==> src/rtl/expr_pkg.sv <==
// expr_pkg: shared state encodings and character constants for the expression scheduler
package expr_pkg;
  typedef enum logic [1:0] {ARB, FEED, DONE} sched_t;
  typedef enum logic [1:0] {IDLE, NUM, OP, ERR} chk_t;
  localparam logic [7:0] CH_0    = 8'h30;
  localparam logic [7:0] CH_9    = 8'h39;
  localparam logic [7:0] CH_PLUS = 8'h2B;
  localparam logic [7:0] CH_STAR = 8'h2A;
endpackage

==> src/rtl/expr_fsm.sv <==
// expr_fsm: single-digit infix expression checker, one byte per enabled cycle
module expr_fsm
  import expr_pkg::*;
(
  input  logic       clk,
  input  logic       clr,
  input  logic       clear,
  input  logic       en,
  input  logic [7:0] char,
  output chk_t       state
);
  chk_t r_state, w_next;
  logic w_digit, w_op;
  assign w_digit = (char >= CH_0) && (char <= CH_9);
  assign w_op    = (char == CH_PLUS) || (char == CH_STAR);
  always_comb begin
    w_next = r_state;
    if (clear)
      w_next = IDLE;
    else if (en)
      w_next = ((r_state == IDLE || r_state == OP) && w_digit) ? NUM :
               (r_state == NUM && w_op)                          ? OP  : ERR;
  end
  always_ff @(posedge clk or negedge clr)
    if (!clr) r_state <= IDLE;
    else      r_state <= w_next;
  assign state = r_state;
endmodule

==> src/rtl/expr_sched.sv <==
// expr_sched: round-robin owner of one shared expression checker across N_REQ byte streams
module expr_sched
  import expr_pkg::*;
#(
  parameter  int N_REQ   = 2,
  parameter  int MAX_LEN = 32,
  localparam int LW      = $clog2(MAX_LEN + 1),
  localparam int IW      = (N_REQ > 2) ? $clog2(N_REQ) : 1
) (
  input  logic               clk,
  input  logic               clr,
  input  logic [N_REQ-1:0]   req_valid,
  input  logic [8*N_REQ-1:0] req_char,
  input  logic [N_REQ-1:0]   req_last,
  output logic [N_REQ-1:0]   req_ready,
  output logic [N_REQ-1:0]   grant,
  output logic               res_valid,
  output logic               res_ok,
  output logic [IW-1:0]      res_id,
  output logic [LW-1:0]      res_len,
  output logic               busy
);
  sched_t           r_state, w_next;
  logic [IW-1:0]    r_ptr, r_owner, r_id, w_win;
  logic [N_REQ-1:0] r_grant;
  logic [LW-1:0]    r_len, r_rlen;
  logic             r_ovf, r_ok, w_any, w_hs, w_feed, w_ok;
  logic [7:0]       w_char;
  chk_t             w_chk;
  // Scan from r_ptr; the lowest offset with a valid request wins.
  always_comb begin
    w_any = 1'b0;
    w_win = '0;
    for (int k = N_REQ - 1; k >= 0; k--)
      if (req_valid[(int'(r_ptr) + k) % N_REQ]) begin
        w_any = 1'b1;
        w_win = IW'((int'(r_ptr) + k) % N_REQ);
      end
  end
  assign w_char = req_char[{r_owner, 3'b000} +: 8];
  assign w_hs   = (r_state == FEED) && req_valid[r_owner];
  assign w_feed = w_hs && (r_len != LW'(MAX_LEN));
  assign w_ok   = (w_chk == NUM) && !r_ovf;
  always_comb begin
    w_next = r_state;
    if (r_state == ARB)
      w_next = w_any ? FEED : ARB;
    else if (r_state == FEED)
      w_next = (w_hs && req_last[r_owner]) ? DONE : FEED;
    else
      w_next = ARB;
  end
  always_ff @(posedge clk or negedge clr)
    if (!clr) begin
      r_state <= ARB;
      r_ptr   <= '0;
      r_owner <= '0;
      r_grant <= '0;
      r_len   <= '0;
      r_ovf   <= 1'b0;
      r_ok    <= 1'b0;
      r_id    <= '0;
      r_rlen  <= '0;
    end else begin
      r_state <= w_next;
      if (r_state == ARB) begin
        r_len <= '0;
        r_ovf <= 1'b0;
        if (w_any) begin
          r_grant <= N_REQ'(1) << w_win;
          r_owner <= w_win;
          r_ptr   <= (w_win == IW'(N_REQ - 1)) ? '0 : w_win + 1'b1;
        end
      end else if (r_state == FEED) begin
        if (w_feed)
          r_len <= r_len + 1'b1;
        else if (w_hs)
          r_ovf <= 1'b1;
      end else begin
        r_grant <= '0;
        r_ok    <= w_ok;
        r_id    <= r_owner;
        r_rlen  <= r_len;
      end
    end
  expr_fsm u_chk (
    .clk  (clk),
    .clr  (clr),
    .clear(r_state == ARB),
    .en   (w_feed),
    .char (w_char),
    .state(w_chk)
  );
  // Verdict is live during DONE and held from the capture registers afterwards.
  assign res_valid = (r_state == DONE);
  assign res_ok    = res_valid ? w_ok : r_ok;
  assign res_id    = res_valid ? r_owner : r_id;
  assign res_len   = res_valid ? r_len : r_rlen;
  assign grant     = r_grant;
  assign req_ready = (r_state == FEED) ? r_grant : '0;
  assign busy      = (r_state != ARB);
endmodule
==> config.mk <==
export PLATFORM = sky130hd
export DESIGN_NAME = expr_sched
export DESIGN_NICKNAME = d
export VERILOG_FILES = /design/src/rtl/expr_pkg.sv /design/src/rtl/expr_fsm.sv /design/src/rtl/expr_sched.sv
export SDC_FILE = /design/constraint.sdc
export NUM_CORES = 1
export LEC_CHECK = 0
export CAP_MARGIN = 20
export CORE_MARGIN = 2
export CORE_UTILIZATION = 45
export CTS_CLUSTER_SIZE = 10
export DETAILED_ROUTE_END_ITERATION = 8
export PLACE_DENSITY = 0.87
export SLEW_MARGIN = 20
export SYNTH_ARGS = -nofsm -noshare
export SYNTH_HDL_FRONTEND = slang
export SYNTH_SLANG_ARGS = --single-unit
export TNS_END_PERCENT = 10
==> constraint.sdc <==
create_clock -name clk -period 2.22 [get_ports clk]
set_clock_uncertainty 0.15 [all_clocks]
set_input_delay 0.222 -clock clk [delete_from_list [all_inputs] [get_ports clk]]
set_output_delay 0.222 -clock clk [all_outputs]
set_load 0.05 [all_outputs]
==> results of run 1 <==
registers in the layout, indices dropped and copies added, names as in the netlist:
register     count
r_ptr            1
r_len            6
r_state          2
r_rlen           6
r_owner          1
r_ok             1
grant            2
u_chk.state      2
r_id             1
r_ovf            1
routing by layer:
metal	vias to the layer above	routed length, um
li1	493	-
met1	494	1140
met2	29	1430
met3	4	129
met4	0	37
met5	-	0
per-stage QoR:
stage | util | cells | setup WS, ns | cell area, um^2
floorplan | - | 117 | 0.00144 | 1230
global placement | 0.661 | 180 | 0.264 | 1680
detailed placement | 0.661 | 180 | 0.236 | 1680
CTS | 0.672 | 184 | 0.0850 | 1710
global route | 0.672 | 184 | 0.0161 | 1710
finish | 0.672 | 184 | 0.0982 | 1710
worst max-delay path, delay by kind of cell, from the launching register on:
family                 cells  cell delay, ns
AO/OA/AOI/OAI              1            0.35
buffers and inverters      2            0.38
AND/OR/NAND/NOR            1            0.22
flip-flops                 1            0.48
Yosys cell counts, types with 2 or more instances:
| cell | n | area, um^2 |
|---|---|---|
| nand4_1 | 3 | 18.8 |
| nor4_1 | 2 | 12.5 |
| inv_1 | 5 | 18.8 |
| mux2_2 | 13 | 146 |
| nor2_1 | 6 | 22.5 |
| buf_2 | 2 | 10.0 |
| a31oi_1 | 2 | 12.5 |
| nor3_1 | 4 | 20.0 |
| a21oi_1 | 4 | 20.0 |
| and2_1 | 2 | 12.5 |
| nand2_1 | 11 | 41.3 |
| nand2b_1 | 6 | 37.5 |
| o21ai_0 | 6 | 30.0 |
| ha_1 | 2 | 25.0 |
| mux2i_1 | 6 | 60.1 |
| nor2b_1 | 2 | 12.5 |
| dfrtp_1 | 23 | 576 |
cells in the final DEF (no fill, tap or decap), drive strengths merged, types with 4 or more instances in the layout:
master and instances:
a21oi 4, buf 15, clkdlybuf4s50 21, dfrtp 23, inv 6, mux2 13
mux2i 7, nand2 11, nand2b 6, nor2 7, nor3 4, o21ai 7
final timing paths:
| kind | start | endpoint | slack (ns) | depth (start not counted) |
|---|---|---|---|---|
| hold reg to reg | r_rlen[5] | r_rlen[5] | 0.37 | 1 |
| max in group asynchronous | clr | r_rlen[0] | 1.60 | 2 |
| setup / recovery | r_state[0] | res_len[2] | 0.1 | 4 |
| min in group clk | r_rlen[5] | r_rlen[5] | 0.37 | 1 |
| hold / removal | clr | grant[1] | 0.1 | 2 |
| setup reg to reg | r_len[0] | r_len[2] | 0.21 | 6 |
logic make-up after synthesis:
kind of cell / share of synthesized area
adder cells (fa/ha/maj): 0.0203
AND/OR/NAND/NOR: 0.187
flip-flops: 0.466
buffers and inverters: 0.0294
AO/OA/AOI/OAI: 0.111
multiplexers: 0.178
XOR/XNOR: 0.00709
layout make-up:
type / instances / area [um^2]
clock buffer: 3 / 22.5
clock inverter: 1 / 5.00
fill: 209 / 836
inverter: 6 / 22.5
multi-input combinational: 85 / 623
sequential: 23 / 576
tap: 30 / 37.5
timing repair buffer: 36 / 423
power by group through the flow:
stage | Combinational, mW | Sequential [mW] | Clock (mW)
after floorplan | 0.752 | 0.707 | 0
after global placement | 1.16 | 0.701 | 0
after detailed placement | 1.20 | 0.712 | 0
after CTS | 1.20 | 0.703 | 0.198
after global routing | 1.28 | 0.731 | 0.215
final | 1.19 | 0.707 | 0.192
==> out/results.ini, run 1 <==
[power_and_ir_drop]
p_int_mw = 1.13
p_seq_frac = 0.338
vdd_drop_max_mv = 0.882
power_mw = 2.09
p_comb_frac = 0.570
leakage_nw = 0.766
netSwitchingFraction = 0.460
p_switching_mw = 0.963
powerDensity_mw_per_mm2 = 1220
pwr-share-clk = 0.092

[yosys]
async_reset_ff_frac = 1.00
syn_avg_cell_area_um2 = 10.6
synth_edf_count = 0
synth_seq_area_share = 0.466
yosys_warnings = 0
synth_ff_type = dfrtp_1
synth_nets = 141
netlist_area_mm2 = 0.00123
synthCells = 117
synth.distinct_cells = 35
synth-seq-cells = 23

[cts]
cts_tree = built
cts_hold_buf = 0
post-cts-setup-buffers = 0
cts-root-buf = clkbuf_4
clk_pin_slew_ns = 0.13
cts-resized-gates = 0
cts.sinks = 23
clk_latency_ns = 0.31
cts_buffers = 3
cts_buffer_depth = 2
cts_max_level = 1

[die]
start_util = 0.485
core_mm2 = 0.00254
die_y_um = 56.4
ioPinCount = 36
die_w_um = 56.4
core.rowCount = 18
dieArea_mm2 = 0.00318

[routing]
viasPerCell = 5.54
drt-total-wl_um = 2740
drtIter0Drc = 19
drc = 0
wire_per_inst_um = 14.9
final_antenna_net_count = 0
dr.pass1.iters = 4
routed-via-count = 1020

[setup_path]
crit_chain = nand2b_1 > buf_4 > o21ai_0 > buf_12
critPathKind = reg -> out
worst_path_max_delay_cell = dfrtp_1
worstPathMaxFanout = 9
start_kind = flop
critical-path-max-stage-delay_ns = 0.48
critPathRequiredTime_ns = 1.85
worstPathArrival_ns = 1.75
end_kind = output pin

[timing]
maxSlewViolCount = 0
setup_tns_ns = 0
period_needed_ns = 2.12
fmax_mhz = 471
period_share = 0.956
hold_viol = 0
whs_ns = 0.0989
setup_viol = 0
tightest_slew_ns = 0.499
maxSlewHeadroom = 0.666
rsz0062_at_grt = no

[global_route]
grt_max_degree = 24
use_met2 = 0.319
busiest_layer = met2
grt_pass1_wl_um = 4750
antenna_found_initial = 0
grt_use_met3 = 0.0323
overflow = 0
use_met1 = 0.248
grtUsageTotal = 0.188
grt_pass1_vias = 1017

[status]
outcome = complete, no violations

[finish]
fin_nets = 179
area_growth_pct = 38.4
diodes = 0
drive_above_1_share = 0.240

[placed_design]
place.gp.congestion = 0.850
detailed_place_hpwl_um = 2140
port_buffers = 33

[flow_run]
drv_cap = 0

[worst_hold_path]
hold_class = in -> async

Note: power is estimated with default switching activity, not from simulation.
==> inputs of run 2 (changes only) <==
--- a/config.mk
+++ b/config.mk
@@ -7,10 +7,10 @@
 export LEC_CHECK = 0
 export CAP_MARGIN = 20
 export CORE_MARGIN = 2
-export CORE_UTILIZATION = 45
+export CORE_UTILIZATION = 46
 export CTS_CLUSTER_SIZE = 10
 export DETAILED_ROUTE_END_ITERATION = 8
-export PLACE_DENSITY = 0.87
+export PLACE_DENSITY = 0.89
 export SLEW_MARGIN = 20
 export SYNTH_ARGS = -nofsm -noshare
 export SYNTH_HDL_FRONTEND = slang
==> run 2 against run 1 <==
Net effect: sequential share of layout area down 0.22 points; first-iteration DRC count down 63%; combinational power up 3%; register-to-register slack better by 0.05 ns; cell count up 1.1%; non-clock buffer count up 2; critical path depth up 1; worst setup slack better by 0.024 ns; clock-buffer cell count up 1; global-route usage up 2.0 points; critical path type unchanged; largest power group unchanged.
==> out/results.ini, run 2 (synthesis results as in run 1) <==
[placed_design]
detailed_place_hpwl_um = 2260  ; +5.8%
place.gp.congestion = 0.815  ; -4.1%
port_buffers = 33  ; unchanged

[power_and_ir_drop]
vdd_drop_max_mv = 0.961  ; +8.9%
p_seq_frac = 0.333  ; -0.005
netSwitchingFraction = 0.460  ; -0.000727
p_switching_mw = 0.982  ; +1.9%
p_comb_frac = 0.575  ; +0.005
p_int_mw = 1.15  ; +2.2%
pwr-share-clk = 0.093  ; about the same
powerDensity_mw_per_mm2 = 1240  ; +1.2%
leakage_nw = 0.770  ; +0.50%

[finish]
area_growth_pct = 39.6
reg_top3 = r_len x6, r_rlen x6
multi_input_area_um2 = 623  ; unchanged
fin_util = 0.690  ; +0.0181
n_fill_cell = 175  ; -16%
drive_above_1_share = 0.256  ; +0.0162
diodes = 0  ; unchanged
area.sequential_um2 = 577  ; +0.22%
final_cell_mix = 22 x dfrtp_1, 21 x clkdlybuf4s50_1, 13 x mux2_2, 11 x nand2_1, 9 x buf_4
final_common_cell = dfrtp_1
fin_nets = 181  ; +1.1%

[setup_path]
worst-path-buf-inv = 3  ; +1
critPathKind = reg -> out
worst_path_max_delay_cell = dfrtp_2
worstPathArrival_ns = 1.73  ; -0.02 ns
critPathRequiredTime_ns = 1.85  ; about the same
rrSetupSlack_ns = 0.26  ; +0.05 ns
crit_family = flip-flops
worstPathMaxFanout = 11  ; +2
crit_chain = nand2b_1 > buf_4 > inv_2 > mux2_2 > buf_4
end_kind = output pin
cpMostUsedCell = buf_4
start_kind = flop
critical-path-max-stage-delay_ns = 0.46  ; -0.02 ns

[die]
ioPinCount = 36  ; unchanged
die_y_um = 55.8  ; -1.0%
start_util = 0.494  ; +0.00874
core.rowCount = 18  ; unchanged
die_w_um = 55.8  ; -1.0%
core_mm2 = 0.00250  ; -1.8%
dieArea_mm2 = 0.00312  ; -2.0%

[timing]
hold_viol = 0  ; unchanged
maxSlewHeadroom = 0.667  ; about the same
setup_tns_ns = 0  ; unchanged
fmax_mhz = 477  ; +1.1%
tightest_slew_ns = 0.499  ; -0.000216 ns
period_needed_ns = 2.10  ; -0.0239 ns
period_share = 0.945  ; -0.0108
setup_viol = 0  ; unchanged
maxSlewViolCount = 0  ; unchanged
rsz0062_at_grt = no

[global_route]
grt_max_degree = 24  ; unchanged
overflow = 0  ; unchanged
grt_pass1_vias = 1172  ; +15%
antenna_found_initial = 0  ; unchanged
grt_pass1_wl_um = 5200  ; +9.4%
grtUsageTotal = 0.208  ; +0.0196

[cts]
cts_buffer_depth = 2  ; unchanged
clk_latency_ns = 0.32  ; about the same
cts_buffers = 3  ; unchanged
clk_pin_slew_ns = 0.12  ; about the same
cts_tree = built
cts-root-buf = clkbuf_4
cts.sinks = 23  ; unchanged
cts_max_level = 1  ; unchanged
cts_hold_buf = 0  ; unchanged

[routing]
drtIter0Drc = 7  ; -12
final_antenna_net_count = 0  ; unchanged
drc = 0  ; unchanged
drt-total-wl_um = 2940  ; +7.3%
routed-via-count = 1071  ; +5.0%
dr.pass1.iters = 4  ; unchanged
wire_per_inst_um = 15.8  ; +6.1%
viasPerCell = 5.76  ; +3.9%

[flow_run]
drv_cap = 0  ; unchanged

[status]
outcome = complete, no violations

[worst_hold_path]
hold_class = in -> async

[run 2: cell count changes in the layout (fill, tap and decap cells not counted)]
| cell | delta |
|---|---|
| dfrtp_2 | +1 |
| inv_2 | +1 |
| clkbuf_1 | +1 |
| inv_1 | -1 |
| clkinv_2 | -1 |
| dfrtp_1 | -1 |
| buf_4 | +2 |
[run 2: routing by layer]
| layer | up-vias | wire length [um] | global-route usage |
|---|---|---|---|
| met1 | 530 | 1180 | 0.242 |
| met4 | 0 | 57 | 0.0680 |
| met3 | 8 | 145 | 0.0628 |
| met5 | - | 0 | 0 |
| met2 | 30 | 1550 | 0.364 |
| li1 | 503 | - | - |
[run 2: what timing repair did]
action / in CTS / in global routing
buffers inserted: 0 / 1
gates resized for setup: 0 / 2
endpoints found under the setup margin: 0 / 1
[run 2: power by group through the flow]
stage               clock, mW  combinational [mW]  sequential, mW
floorplan                   0               0.752           0.707
global placement            0                1.17           0.701
detailed placement          0                1.22           0.716
CTS                     0.200                1.22           0.708
global route            0.219                1.31           0.729
finish                  0.198                1.23           0.711
[run 2: worst paths after layout]
check,cells past startpoint,start,to
setup / recovery,5,r_state[0],res_ok
max in group asynchronous,2,clr,r_state[0]
hold / removal,2,clr,r_ptr
min in group clk,1,r_rlen[5],r_rlen[5]
hold reg to reg,1,r_rlen[5],r_rlen[5]
setup reg to reg,6,r_len[0],r_len[2]
[run 2: final cells by class]
class / instances / share of cell area
multi-input cells: 85 / 0.361
flip-flops and latches: 23 / 0.335
repair buffers: 38 / 0.254
well taps: 30 / 0.0218
clock buffers: 4 / 0.0152
inverters: 6 / 0.0131
[run 2: through the flow]
step           setup WS, ns  total power, mW  hold slack [ns]  instances  area (um^2)
2_1_floorplan       0.00144             1.46           -0.224        117         1230
6_report              0.122             2.14           0.0870        186         1720
5_1_grt              0.0387             2.26            0.110        186         1720
4_1_cts              0.0318             2.13           0.0916        185         1720
3_3_place_gp          0.321             1.87            0.334        181         1690
3_5_place_dp          0.208             1.93            0.343        181         1690
